[config.mk]
export PLATFORM = sky130hd
export DESIGN_NAME = lemmings_walker
export DESIGN_NICKNAME = d
export VERILOG_FILES = /design/src/rtl/lemmings_pkg.sv /design/src/rtl/lemmings_fall_counter.sv /design/src/rtl/lemmings_walker.sv
export SDC_FILE = /design/constraint.sdc
export NUM_CORES = 1
export LEC_CHECK = 0
export CORE_ASPECT_RATIO = 0.8
export CORE_MARGIN = 4
export CORE_UTILIZATION = 25
export DETAILED_ROUTE_END_ITERATION = 12
export PLACE_DENSITY_LB_ADDON = 0.25
export SYNTH_ARGS = -nofsm -noshare
export SYNTH_HDL_FRONTEND = slang
export SYNTH_HIERARCHICAL = 1
export SYNTH_SLANG_ARGS = --single-unit
[constraint.sdc]
create_clock -name clk -period 1.1 [get_ports clk]
set_input_delay 0.22 -clock clk [delete_from_list [all_inputs] [get_ports clk]]
set_output_delay 0.22 -clock clk [all_outputs]
set_load 0.02 [all_outputs]
[src/rtl/lemmings_pkg.sv]
// Shared state type and state-classification helpers for the lemming walker.
package lemmings_pkg;

  typedef enum logic [2:0] {
    WALK_L,
    WALK_R,
    FALL_L,
    FALL_R,
    DIG_L,
    DIG_R,
    SPLAT
  } state_t;

  function automatic logic is_fall(input state_t s);
    return (s == FALL_L) || (s == FALL_R);
  endfunction

  function automatic logic dir_left(input state_t s);
    return (s == WALK_L) || (s == FALL_L) || (s == DIG_L);
  endfunction

endpackage

[src/rtl/lemmings_fall_counter.sv]
// Saturating count of consecutive falling cycles; flags when a landing would be fatal.
module lemmings_fall_counter #(
  parameter int FALL_LIMIT = 20,
  parameter int CNT_W      = $clog2(FALL_LIMIT + 1)
) (
  input  logic clk,
  input  logic rst,
  input  logic falling,
  output logic over_limit
);

  localparam logic [CNT_W-1:0] LIMIT = CNT_W'(FALL_LIMIT);

  logic [CNT_W-1:0] cnt_q;
  logic [CNT_W-1:0] cnt_d;

  // Holds at LIMIT rather than wrapping, so arbitrarily long falls stay fatal.
  always_comb begin
    cnt_d = '0;
    if (falling) begin
      if (cnt_q < LIMIT) cnt_d = cnt_q + CNT_W'(1);
      else               cnt_d = cnt_q;
    end
  end

  always_ff @(posedge clk or posedge rst) begin
    if (rst) cnt_q <= '0;
    else     cnt_q <= cnt_d;
  end

  assign over_limit = (cnt_q >= LIMIT);

endmodule

[src/rtl/lemmings_walker.sv]
// Lemming behaviour engine: walk, dig, fall and splat, with Moore outputs.
module lemmings_walker
  import lemmings_pkg::*;
#(
  parameter int FALL_LIMIT = 20,
  parameter int CNT_W      = $clog2(FALL_LIMIT + 1)
) (
  input  logic clk,
  input  logic rst,
  input  logic bump_left,
  input  logic bump_right,
  input  logic ground,
  input  logic dig,
  output logic walk_left,
  output logic walk_right,
  output logic aaah,
  output logic digging,
  output logic splat
);

  state_t state_q;
  state_t state_d;
  logic   over_limit;

  lemmings_fall_counter #(
    .FALL_LIMIT(FALL_LIMIT),
    .CNT_W     (CNT_W)
  ) u_cnt (
    .clk       (clk),
    .rst       (rst),
    .falling   (is_fall(state_q)),
    .over_limit(over_limit)
  );

  always_ff @(posedge clk or posedge rst) begin
    if (rst) state_q <= WALK_L;
    else     state_q <= state_d;
  end

  always_comb begin
    state_d = WALK_L;
    case (state_q)
      WALK_L: begin
        if (!ground)       state_d = FALL_L;
        else if (dig)      state_d = DIG_L;
        else if (bump_left) state_d = WALK_R;
        else               state_d = WALK_L;
      end
      WALK_R: begin
        if (!ground)        state_d = FALL_R;
        else if (dig)       state_d = DIG_R;
        else if (bump_right) state_d = WALK_L;
        else                state_d = WALK_R;
      end
      DIG_L:   state_d = ground ? DIG_L : FALL_L;
      DIG_R:   state_d = ground ? DIG_R : FALL_R;
      // Landing always resumes walking in the fall direction, never digging.
      FALL_L, FALL_R: begin
        if (!ground)         state_d = state_q;
        else if (over_limit) state_d = SPLAT;
        else                 state_d = dir_left(state_q) ? WALK_L : WALK_R;
      end
      SPLAT:   state_d = SPLAT;
      default: state_d = WALK_L;
    endcase
  end

  always_comb begin
    walk_left  = (state_q == WALK_L);
    walk_right = (state_q == WALK_R);
    aaah       = is_fall(state_q);
    digging    = (state_q == DIG_L) || (state_q == DIG_R);
    splat      = (state_q == SPLAT);
  end

endmodule

**After elaboration in Yosys (flattened, before gate mapping)**

Cells that the tools add are included.

- Magnitude comparators: 2
- $add $sub $neg: 1
- Multiplexer cells: 14
- Reductions and logical operators: 6
- Eq/ne operators: 8

Operators with widths:

| kind | count |
|---|---|
| 3-bit two-way mux | 8 |
| 3-bit case mux with 6 select lines | 1 |
| 5-bit two-way mux | 2 |
| 3-bit == test, second input constant | 3 |
| 3-bit by 2-bit == test with 1-bit output, second input constant | 2 |
| 5-bit by 1-bit adder with 5-bit output, second input constant | 1 |
| 5-bit greater-or-equal comparator, second input constant | 1 |
| 5-bit less-than comparator, second input constant | 1 |
| 1-bit logical OR | 4 |
| 3-bit by 1-bit == test with 1-bit output, second input constant | 1 |
| 3-bit logical NOT | 1 |
| 1-bit two-way mux | 3 |
| 2-bit by 1-bit inequality test with 1-bit output, second input constant | 1 |
| 2-bit inequality test, second input constant | 1 |
| 2-bit OR reduction | 1 |

- Input port bits: 6
- Output and inout port bits: 5
- Register bits after elaboration: 8

**Logic depth before layout (Yosys ltp)**

Gate-level depths: netlist of the first run.

- Word-level depth: 7
- Mapped depth: 4
- Gate-level depth less buffers: 4

**By module**

The synthesis of the first run kept the hierarchy.

By module, submodules not included:

| module | instances | area an instance (µm²) | cells each |
|---|---|---|---|
| lemmings_fall_counter | 1 | 280.3 | 26 |
| lemmings_walker | 1 | 209.0 | 25 |

**Least setup slack after synthesis of the first run**

Ideal clock, no wire load.

- Path kind: reg2reg
- Start: register state_q[2]
- End: register u_cnt.cnt_q[0]
- Data required time: 1.021 ns
- Cell stages (with the launch flop): 5
- Arrival: 1.339 ns
- Clock period less this slack: 1.419 ns
- Setup slack: -0.319 ns
- Cells stage by stage: dfrtp_1 clkbuf_1 nor2b_1 nand2_1 mux2i_1

- Word-level cells in the longest chain between the ends: 3
- Elaborated cells on any way between the ends: 5
- Classes of those cells: eq/ne (3); mux (1); reduce/logical (1)

RTL lines:

| what | line | source |
|---|---|---|
| from (decl) | lemmings_walker.sv:21 | `state_t state_q;` |
| from (signal assigned) | lemmings_walker.sv:37 | `else state_q <= state_d;` |
| 3-bit by 2-bit == test with 1-bit output | -- |  |
| 1-bit logical OR (*) | -- |  |
| via aaah | lemmings_walker.sv:16 | `output logic aaah,` |
| 2-bit by 1-bit inequality test with 1-bit output (no line) / 5-bit two-way mux (equally long branches) | -- |  |
| to (signal assigned) | lemmings_fall_counter.sv:28 | `else cnt_q <= cnt_d;` |
| to (decl) | lemmings_fall_counter.sv:14 | `logic [CNT_W-1:0] cnt_q;` |

The timed path passes the listed nets; every way through them passes the cells marked *.
A chain may end at the register's enable or synchronous reset.

**Final worst setup path of the first run**

- Start: register state_q[0]
- End: register state_q[0]

- Word-level cells in the longest chain between the ends: 7
- Elaborated cells on any way between the ends: 15
- Classes of those cells: eq/ne (7); mux (4); reduce/logical (4)

RTL lines:

| what | line | source |
|---|---|---|
| 3-bit by 2-bit == test with 1-bit output / 3-bit logical NOT (equally long branches) | lemmings_pkg.sv:19, lemmings_walker.sv:42 |  |
| 1-bit logical OR (2 in a row) | lemmings_pkg.sv:19 | `return (s == WALK_L) \|\| (s == FALL_L) \|\| (s == DIG_L);` |
| 1-bit two-way mux | lemmings_walker.sv:61 | `else state_d = dir_left(state_q) ? WALK_L : WALK_R;` |
| 3-bit two-way mux | lemmings_walker.sv:60 | `else if (over_limit) state_d = SPLAT;` |
| 3-bit two-way mux | lemmings_walker.sv:59 | `if (!ground) state_d = state_q;` |
| 3-bit case mux with 6 select lines | lemmings_walker.sv:42 | `case (state_q)` |

Parallel ways exist; a longest one is shown, timed or not. The select of a mux whose other input is x is not followed.

==> results of run 1 <==
[layer usage]
metal | vias up | part of all wire [%]
li1 | 239 | -
met1 | 221 | 45
met2 | 11 | 50
met3 | 2 | 3.6
met4 | 0 | 1.5
met5 | - | 0
[through the flow]
step	worst slack (ps)	hold slack, ps	total power, µW
5_1_grt	-350.5	206.3	1984
6_report	-311.9	199.6	1837
2_1_floorplan	-77.72	-26.36	905.5
3_3_place_gp	-407.8	454.3	1283
4_1_cts	-286.0	167.2	1732
3_5_place_dp	-406.6	432.4	1294
[cell families after synthesis]
group,count (synthesis)
and+or+nand+nor,19
AOI/OAI and AO/OA,11
DFF,8
buffers and inverters,7
muxes,4
adders and majority gates,2
[flip-flops by register name, indices dropped and copies added, names as in the netlist]
register     cells
u_cnt/cnt_q      5
state_q          3
[final timing paths]
kind | to | slack [ps] | cells after the start
min in group clk | u_cnt/cnt_q[0]$_DFFE_PP0P_ | 630 | 2
setup / recovery | state_q[0]$_DFFE_PP0P_ | -310 | 4
hold / removal | state_q[0]$_DFFE_PP0P_ | 200 | 2
setup reg to reg | state_q[0]$_DFFE_PP0P_ | -310 | 4
hold reg to reg | u_cnt/cnt_q[0]$_DFFE_PP0P_ | 630 | 2
max in group asynchronous | u_cnt/cnt_q[4]$_DFFE_PP0P_ | 700 | 2
[repair_timing]
item,4_1_cts,5_1_grt
gates resized for setup,34,5
buffers inserted,5,3
pin swaps,5,2
endpoints found under the setup margin,7,11
[layout make-up]
type | count | area [µm²] | area share (%)
clock buffers | 3 | 22.52 | 2.651
inverters | 5 | 18.77 | 2.209
multi-input cells | 36 | 291.5 | 34.32
flip-flops and latches | 8 | 202.7 | 23.86
well taps | 24 | 30.03 | 3.535
repair buffers | 30 | 284.0 | 33.43
[power by group through the flow]
stage	Combinational (µW)	Clock (µW)	Sequential, µW
after CTS	1010	226	494
after detailed placement	806	0	488
after floorplan	464	0	442
after global routing	1210	262	511
after global placement	802	0	481
final	1120	221	492
[placed cells by master, fill, tap and decap left out, drive strengths merged, types with 2 or more instances in the layout]
cell type | netlist | final
clkbuf | 1 | 3
nor2 | 2 | 2
buf | 1 | 25
mux2i | 4 | 4
a31oi | 2 | 2
o21ai | 3 | 3
nand2b | 2 | 2
inv | 5 | 5
nor3b | 2 | 2
ha | 2 | 2
dfrtp | 8 | 8
nand2 | 6 | 6
clkdlybuf4s50 | 0 | 5
nor2b | 2 | 2
==> out/metrics.csv, run 1 <==
metric,value,unit
startpoint types,register,
GR Util met3,2.695,%
Worst-Skew Late Latency,250,ps
Crit Path Max Fanout,3,
drt drc,0,
Yosys Warn Count,6,
antenna diode count,0,
"buffers from clock root to sink, at most",2,
Post-synth EDFFs,0,
"Req. time, crit path",1280,ps
Num CTS Buffers,3,
Post-Synth XOR/XNOR Area,0,%
Final min period,1412,ps
maxcap violations,0,
Main synth FF type,dfrtp_1,
Sequential Power Share,26.8,%
Pre-antenna DRT Iters,4,
largest family of logic cells by synthesized area,simple AND/OR/NAND/NOR gates,
Slew Limit Fails,0,
post-synth top area share,40.92,%
Synth Area in Adders,5.115,%
FMAX,708.3,MHz
Crit path max-delay family,simple AND/OR/NAND/NOR gates,
Post-synth top cells,"8 x dfrtp_1, 6 x nand2_1, 5 x inv_1",
final period utilization,128.4,%
sequential share of the synthesized area,40.92,%
# hold bufs at CTS,0,
Non-Filler Instances,106,
io pins,11,
chip height,47.57,µm
maximum VDD drop,0.7420,mV
number of routed nets with antenna violations,0,
internal power,1176,µW
CP cell instances,buf_6 > or4b_1 > o21ai_1 > a32o_2,
fraction of layout cells with a size suffix above 1,47.56,%
Vias/cell,4.462,
total grt overflow,0,
Final Wtd Congestion,0.7129,
row count,14,
Worst Setup End Kind,register,
failing checks,negative setup slack,
area grow syn2layout,73.66,%
WS Path Type,register to register,
Area contributors post-synth,"dfrtp_1 41%, mux2i_1 8.2%, ha_1 5.1%",
Post-synth ARST share,100.0,%
worst rel slew slack,87.55,%
Clock transition at path regs,50,ps
IO buf count,10,
routed via count,473,
Synth Area in Simple Gates,22.51,%
CTS tree,built,
"count leader, synth",dfrtp_1,
Post-Syn Area,489.2,µm²
Synth Area per Inst,9.593,µm²
nets,92,
Net Sw Frac,35.96,%
Area after DPL,720.7,µm²
compound-cell area share of the yosys netlist,17.65,%
"Core Util, Final",45.33,%
largest area contributor in the netlist,dfrtp_1,
final worst slack,-311.9,ps
Root Buffer,clkbuf_4,
DP HPWL,829.6,µm
Comb power frac,61.2,%
synth unique cells,25,
Setup TNS,-1368,ps
Hold WC Path Type,input port to asynchronous set/reset pin,
GRT met1 Usage,12.28,%
crit path launch,state_q[0]$_DFFE_PP0P_,
Iter 0 DRT Violations,7,
"Net Count, Synth",59,
Yosys reg bits,8,
total track usage,9.379,%
M2 GR Usage,13.29,%
Post-Route Skew,2.527,ps
Psw,660.4,µW
Cells after DPL,95,
Most Crowded Layer GR,met2,
P per Cell Area,2162,nW/µm²
H-tree depth,1,
Buf/Inv on CP,1,
die area,2733,µm²
initial core utilization,26.10,%
wire length per cell,11.79,µm
Layout fillers,177,
Core Region,1874,µm²
status,"finished, violations left",
Worst Tran Pin Value,181.6,ps
Die W,57.46,µm
leakage power,0.0004128,µW
vias in the first global route,412,
post-route design area,849.6,µm²
Arrival @ worst endpoint,1600,ps
initial antenna violation count,0,
CP max stage delay,510,ps
clock share of power,12.0,%
Final Hold Fails,0,
mux cell area share after synthesis,8.184,%
RR Startpoint,state_q[0]$_DFFE_PP0P_,
Clock Sinks,8,
Final setup violation count,7,
global-route wire length before repair,1800,µm
RSZ-0062 raised after global routing,true,
CP max-delay cell,or4b_1,
synthesized instance count,51,
routed wire length,1250,µm
pin count of the biggest net entering global routing,9,
No activity file was read; power rests on OpenSTA's default activity.
==> run 2: changes to the inputs <==
- PLACE_DENSITY: default -> 0.51
- PLACE_DENSITY_LB_ADDON: 0.25 -> default
- RECOVER_POWER: default -> 100
==> out/metrics.csv, run 2 (synthesized netlist as in run 1, its figures left out) <==
metric,value,unit,change
internal power,1046,µW,was 1176 µW
Final Wtd Congestion,0.7193,,was 0.7129
status,"finished, violations left",,unchanged
WS Path Type,register to register,,unchanged
Final setup violation count,7,,unchanged
Reg2Reg Setup Slack,-270,ps,was -310 ps
Pre-antenna DRT Iters,4,,unchanged
initial antenna violation count,0,,unchanged
Layout fillers,181,,was 177
clock share of power,14.6,%,was 12.0%
RR Startpoint,state_q[1]$_DFFE_PP0P_,,was state_q[0]$_DFFE_PP0P_
vias in the first global route,422,,was 412
antenna diode count,0,,unchanged
CP max stage delay,470,ps,was 510 ps
drt drc,0,,unchanged
RSZ-0062 raised after global routing,true,,unchanged
leakage power,0.0003810,µW,was 0.0004128 µW
Post-Route Skew,4.020,ps,was 2.527 ps
IO buf count,10,,unchanged
DP HPWL,833.3,µm,was 829.6 µm
Setup TNS,-1335,ps,was -1368 ps
Worst-Skew Late Latency,260,ps,was 250 ps
"Core Util, Final",42.32,%,was 45.33%
Core Region,1874,µm²,unchanged
failing checks,negative setup slack,,unchanged
CP cell instances,buf_6 > or4b_1 > o21ai_1 > a32o_2,,unchanged
biggest regs,"u_cnt/cnt_q: 5 flops, state_q: 3 flops",,unchanged
nets,88,,was 92
"Req. time, crit path",1300,ps,was 1280 ps
io pins,11,,unchanged
maxcap violations,0,,unchanged
pin count of the biggest net entering global routing,9,,unchanged
total grt overflow,0,,unchanged
Reg-to-Reg End,state_q[0]$_DFFE_PP0P_,,unchanged
Min Hold Slack,288.4,ps,was 199.6 ps
Crit Path Max Fanout,8,,was 3
Clock Sinks,8,,unchanged
Non-Filler Instances,102,,was 106
Num CTS Buffers,3,,unchanged
Comb power frac,55.3,%,was 61.2%
startpoint types,register,,unchanged
Largest Register,u_cnt/cnt_q,,unchanged
Crit path max-delay family,flip-flops,,was simple AND/OR/NAND/NOR gates
die area,2733,µm²,unchanged
Final min period,1371,ps,was 1412 ps
Worst R2R Path Depth,4,,unchanged
Slew Limit Fails,0,,unchanged
max FFs per register,5,,unchanged
maximum VDD drop,0.6964,mV,was 0.7420 mV
"commonest non-fill, non-tap cells in the layout","15 x buf_4, 6 x nand2_1, 6 x buf_6, 6 x dfrtp_1",,"was 15 x buf_4, 9 x buf_6, 6 x dfrtp_1"
P per Cell Area,2129,nW/µm²,was 2162 nW/µm²
Die W,57.46,µm,unchanged
area grow syn2layout,62.15,%,was 73.66%
Clock transition at path regs,60,ps,was 50 ps
Final Hold Fails,0,,unchanged
final worst slack,-270.8,ps,was -311.9 ps
wire length per cell,11.58,µm,was 11.79 µm
final period utilization,124.6,%,was 128.4%
worst slack at placement,-435.0,ps,was -406.6 ps
Psw,642.7,µW,was 660.4 µW
Sequential Power Share,30.1,%,was 26.8%
Hold WC Path Type,input port to asynchronous set/reset pin,,unchanged
initial core utilization,26.10,%,unchanged
# hold bufs at CTS,0,,unchanged
Iter 0 DRT Violations,14,,was 7
routed via count,471,,was 473
routed wire length,1181,µm,was 1250 µm
row count,14,,unchanged
chip height,47.57,µm,unchanged
FMAX,729.5,MHz,was 708.3 MHz
Buf/Inv on CP,1,,unchanged
Vias/cell,4.618,,was 4.462
CP max-delay cell,dfrtp_2,,was or4b_1
Worst Tran Pin Value,217.8,ps,was 181.6 ps
Root Buffer,clkbuf_4,,unchanged
number of routed nets with antenna violations,0,,unchanged
Cells after DPL,94,,was 95
CTS tree,built,,unchanged
worst rel slew slack,85.46,%,was 87.55%
"commonest non-fill, non-tap cell in the layout",buf_4,,unchanged
"buffers from clock root to sink, at most",2,,unchanged
Net Sw Frac,38.06,%,was 35.96%
Worst Setup End Kind,register,,unchanged
global-route wire length before repair,1883,µm,was 1800 µm
total track usage,9.677,%,was 9.379%
fraction of layout cells with a size suffix above 1,44.87,%,was 47.56%
H-tree depth,1,,unchanged
Arrival @ worst endpoint,1570,ps,was 1600 ps
run 2: worst max-delay path by stage:
stage	startpoint	end	slack, ps	depth (start not counted)
4_1_cts	state_q[1]$_DFFE_PP0P_	state_q[0]$_DFFE_PP0P_	-270	4
5_1_grt	state_q[1]$_DFFE_PP0P_	state_q[0]$_DFFE_PP0P_	-310	4
3_3_place_gp	state_q[1]$_DFFE_PP0P_	aaah	-420	2
3_5_place_dp	state_q[1]$_DFFE_PP0P_	aaah	-440	2
2_1_floorplan	state_q[0]$_DFFE_PP0P_	state_q[0]$_DFFE_PP0P_	-80	3
6_report	state_q[1]$_DFFE_PP0P_	state_q[0]$_DFFE_PP0P_	-270	4
run 2: per-layer routing:
layer  up-vias  routed length (µm)  track usage, %  share of wire (%)
met3         4                  47           2.156                4.0
met2        10                 521           13.96                 44
met1       224                 582           11.97                 49
met4         0                  29           9.722                2.5
met5         -                   0               0                  0
li1        233                   -               -                  -
run 2: final cells by class:
cell class	instances	area (µm²)	share of cell area [%]
Timing Repair Buffer	26	230.2	29.02
Clock buffer	3	22.52	2.839
Multi-Input combinational cell	36	289.0	36.44
Tap cell	24	30.03	3.785
Sequential cell	8	202.7	25.55
Inverter	5	18.77	2.366
run 2: per-stage QoR:
step | instance area (µm²) | total power (µW)
6_report | 793.3 | 1689
5_1_grt | 793.3 | 1803
4_1_cts | 785.8 | 1683
3_5_place_dp | 713.2 | 1272
3_3_place_gp | 713.2 | 1263
2_1_floorplan | 510.5 | 905.5
run 2: power by group through the flow:
stage | registers (µW) | logic, µW | clock network [µW]
floorplan | 442 | 464 | 0
global placement | 494 | 768 | 0
detailed placement | 497 | 775 | 0
CTS | 507 | 923 | 254
global route | 521 | 1020 | 264
finish | 508 | 933 | 247
run 2: repair_timing:
action                                  in CTS  in global routing
gates resized for setup                     34                  3
buffers inserted                             5                  2
pin swaps                                    4                  5
endpoints found under the setup margin      10                 12
==> run 3: changes to the inputs <==
- ABC_AREA: default -> 1
- PLACE_DENSITY: 0.51 -> 0.5
==> out/metrics.csv, run 3 <==
metric,value,unit,change
initial antenna violation count,0,,unchanged
DP HPWL,1088,µm,was 833.3 µm
Post-synth top cells,"15 x nand2_1, 14 x inv_1, 11 x nor2_1",,"was 8 x dfrtp_1, 6 x nand2_1, 5 x inv_1"
Clock transition at path regs,70,ps,was 60 ps
Crit Path Max Fanout,6,,was 8
routed wire length,1472,µm,was 1181 µm
initial core utilization,27.23,%,was 26.10%
sequential share of the synthesized area,37.47,%,was 40.92%
failing checks,negative setup slack,,unchanged
pin count of the biggest net entering global routing,7,,was 9
Post-Route Skew,7.481,ps,was 4.020 ps
Area after DPL,762.0,µm²,was 713.2 µm²
Main synth FF type,dfrtp_1,,unchanged
drt drc,0,,unchanged
Layout fillers,210,,was 181
Clock Sinks,8,,unchanged
Final Wtd Congestion,0.7848,,was 0.7193
Post-Syn Area,534.3,µm²,was 489.2 µm²
"buffers from clock root to sink, at most",2,,unchanged
Worst-Skew Late Latency,260,ps,about the same
P per Cell Area,2364,nW/µm²,was 2129 nW/µm²
Worst R2R Path Depth,8,,was 4
Final Hold Fails,0,,unchanged
Largest Register,u_cnt/cnt_q,,unchanged
Area contributors post-synth,"dfrtp_1 37%, nand2_1 11%, inv_1 9.8%",,"was dfrtp_1 41%, mux2i_1 8.2%, ha_1 5.1%"
Final min period,1292,ps,was 1371 ps
Hold WC Path Type,input port to asynchronous set/reset pin,,unchanged
chip height,49.35,µm,was 47.57 µm
GR Util met3,1.587,%,was 2.156%
synthesized instance count,75,,was 51
Root Buffer,clkbuf_4,,unchanged
final period utilization,117.5,%,was 124.6%
Final setup violation count,13,,was 7
Most Crowded Layer GR,met1,,was met2
nets,115,,was 88
H-tree depth,1,,unchanged
row count,14,,unchanged
GRT met1 Usage,17.57,%,was 11.97%
antenna diode count,0,,unchanged
biggest regs,"u_cnt/cnt_q: 5 flops, state_q: 3 flops",,unchanged
Die W,59.69,µm,was 57.46 µm
"commonest non-fill, non-tap cell in the layout",buf_4,,unchanged
Core Region,1962,µm²,was 1874 µm²
Worst Tran Pin Value,200.9,ps,was 217.8 ps
post-route design area,877.1,µm²,was 793.3 µm²
leakage power,0.0004392,µW,was 0.0003810 µW
Non-Filler Instances,129,,was 102
fraction of layout cells with a size suffix above 1,48.57,%,was 44.87%
# hold bufs at CTS,0,,unchanged
worst rel slew slack,86.59,%,was 85.46%
Worst Setup End Kind,primary output,,was register
RSZ-0062 raised after global routing,true,,unchanged
routed via count,571,,was 471
Num CTS Buffers,3,,unchanged
M2 GR Usage,14.57,%,was 13.96%
number of routed nets with antenna violations,0,,unchanged
"count leader, synth",nand2_1,,was dfrtp_1
"Req. time, crit path",880,ps,was 1300 ps
Post-synth EDFFs,0,,unchanged
largest area contributor in the netlist,dfrtp_1,,unchanged
max FFs per register,5,,unchanged
FMAX,773.7,MHz,was 729.5 MHz
IO buf count,10,,unchanged
Vias/cell,4.426,,was 4.618
post-synth top area share,37.47,%,was 40.92%
area grow syn2layout,64.17,%,was 62.15%
total track usage,11.12,%,was 9.677%
"commonest non-fill, non-tap cells in the layout","18 x buf_4, 12 x nand2_1, 10 x inv_1",,"was 15 x buf_4, 6 x nand2_1, 6 x buf_6, 6 x dfrtp_1"
Pre-antenna DRT Iters,4,,unchanged
wire length per cell,11.41,µm,was 11.58 µm
Min Hold Slack,292.0,ps,was 288.4 ps
Arrival @ worst endpoint,1070,ps,was 1570 ps
total grt overflow,0,,unchanged
"Net Count, Synth",83,,was 59
global-route wire length before repair,2463,µm,was 1883 µm
Post-synth ARST share,100.0,%,unchanged
io pins,11,,unchanged
final worst slack,-192.4,ps,was -270.8 ps
die area,2945,µm²,was 2733 µm²
maximum VDD drop,1.198,mV,was 0.6964 mV
synth unique cells,17,,was 25
status,"finished, violations left",,unchanged
Yosys reg bits,8,,unchanged
Slew Limit Fails,0,,unchanged
CTS tree,built,,unchanged
Cells after DPL,120,,was 94
Iter 0 DRT Violations,6,,was 14
startpoint types,register,,unchanged
vias in the first global route,533,,was 422
WS Path Type,register to primary output,,was register to register
Yosys Warn Count,6,,unchanged
Synth Area per Inst,7.123,µm²,was 9.593 µm²
maxcap violations,0,,unchanged
[run 3: changes by cell type after synthesis, sizes merged, moves of 4 or more]
cell | before | now
a21oi | 0 | 5
inv | 5 | 17
nand2 | 6 | 17
nand3 | 0 | 8
mux2i | 4 | 0
nor2 | 2 | 12
[run 3: path summary, 6_finish.rpt]
path	start	end	slack (ps)
min in group clk	u_cnt/cnt_q[0]$_DFFE_PP0P_	u_cnt/cnt_q[0]$_DFFE_PP0P_	540
max reg2reg	state_q[1]$_DFFE_PP0P_	u_cnt/cnt_q[1]$_DFFE_PP0P_	-150
max in group asynchronous	rst	u_cnt/cnt_q[1]$_DFFE_PP0P_	600
max	state_q[1]$_DFFE_PP0P_	aaah	-190
min	rst	state_q[0]$_DFFE_PP0P_	290
min reg2reg	u_cnt/cnt_q[0]$_DFFE_PP0P_	u_cnt/cnt_q[0]$_DFFE_PP0P_	540
[run 3: area by class of cell]
type | instances | area [µm²] | area share, %
Multi-Input combinational cell | 49 | 305.3 | 34.81
Timing Repair Buffer | 28 | 241.5 | 27.53
Sequential cell | 8 | 202.7 | 23.11
Inverter | 17 | 75.07 | 8.559
Tap cell | 24 | 30.03 | 3.424
Clock buffer | 3 | 22.52 | 2.568
[run 3: kinds of logic after synthesis]
kind of cell | after synthesis | synth area share (%)
buf+inv | 18 | 14.05
simple gates | 41 | 34.66
flops | 8 | 37.47
fa+ha+maj | 2 | 4.683
compound gates | 6 | 9.134
[run 3: routing by layer]
layer  vias up  wire [µm]
li1        287          -
met1       276        760
met2         6        667
met3         2         29
met4         0         14
met5         -          0
[run 3: report_power, final]
| group | switching, µW | internal, µW |
|---|---|---|
| logic | 635 | 659 |
| registers | 152 | 384 |
| clock network | 116 | 126 |
[run 3: through the flow]
step	utilization, %	setup TNS (ps)	worst slack (ps)	total power [µW]
finish	44.71	-1538	-192.4	2073
global route	44.71	-2163	-223.7	2233
detailed placement	38.84	-2517	-461.7	1513
global placement	38.84	-2441	-430.5	1506
CTS	43.43	-1403	-181.9	1986
floorplan	-	0	8.131	1077
[run 3: what timing repair did]
item / 4_1_cts / 5_1_grt
resized for setup: 37 / 10
endpoints found under the setup margin: 9 / 13
setup buffers: 6 / 2
pin swaps: 3 / 3
[run 3: worst max-delay path: stages (launching register included)]
cell	delay, ps
dfrtp_2	480
nand2_4	110
clkinvlp_4	90
buf_6	130
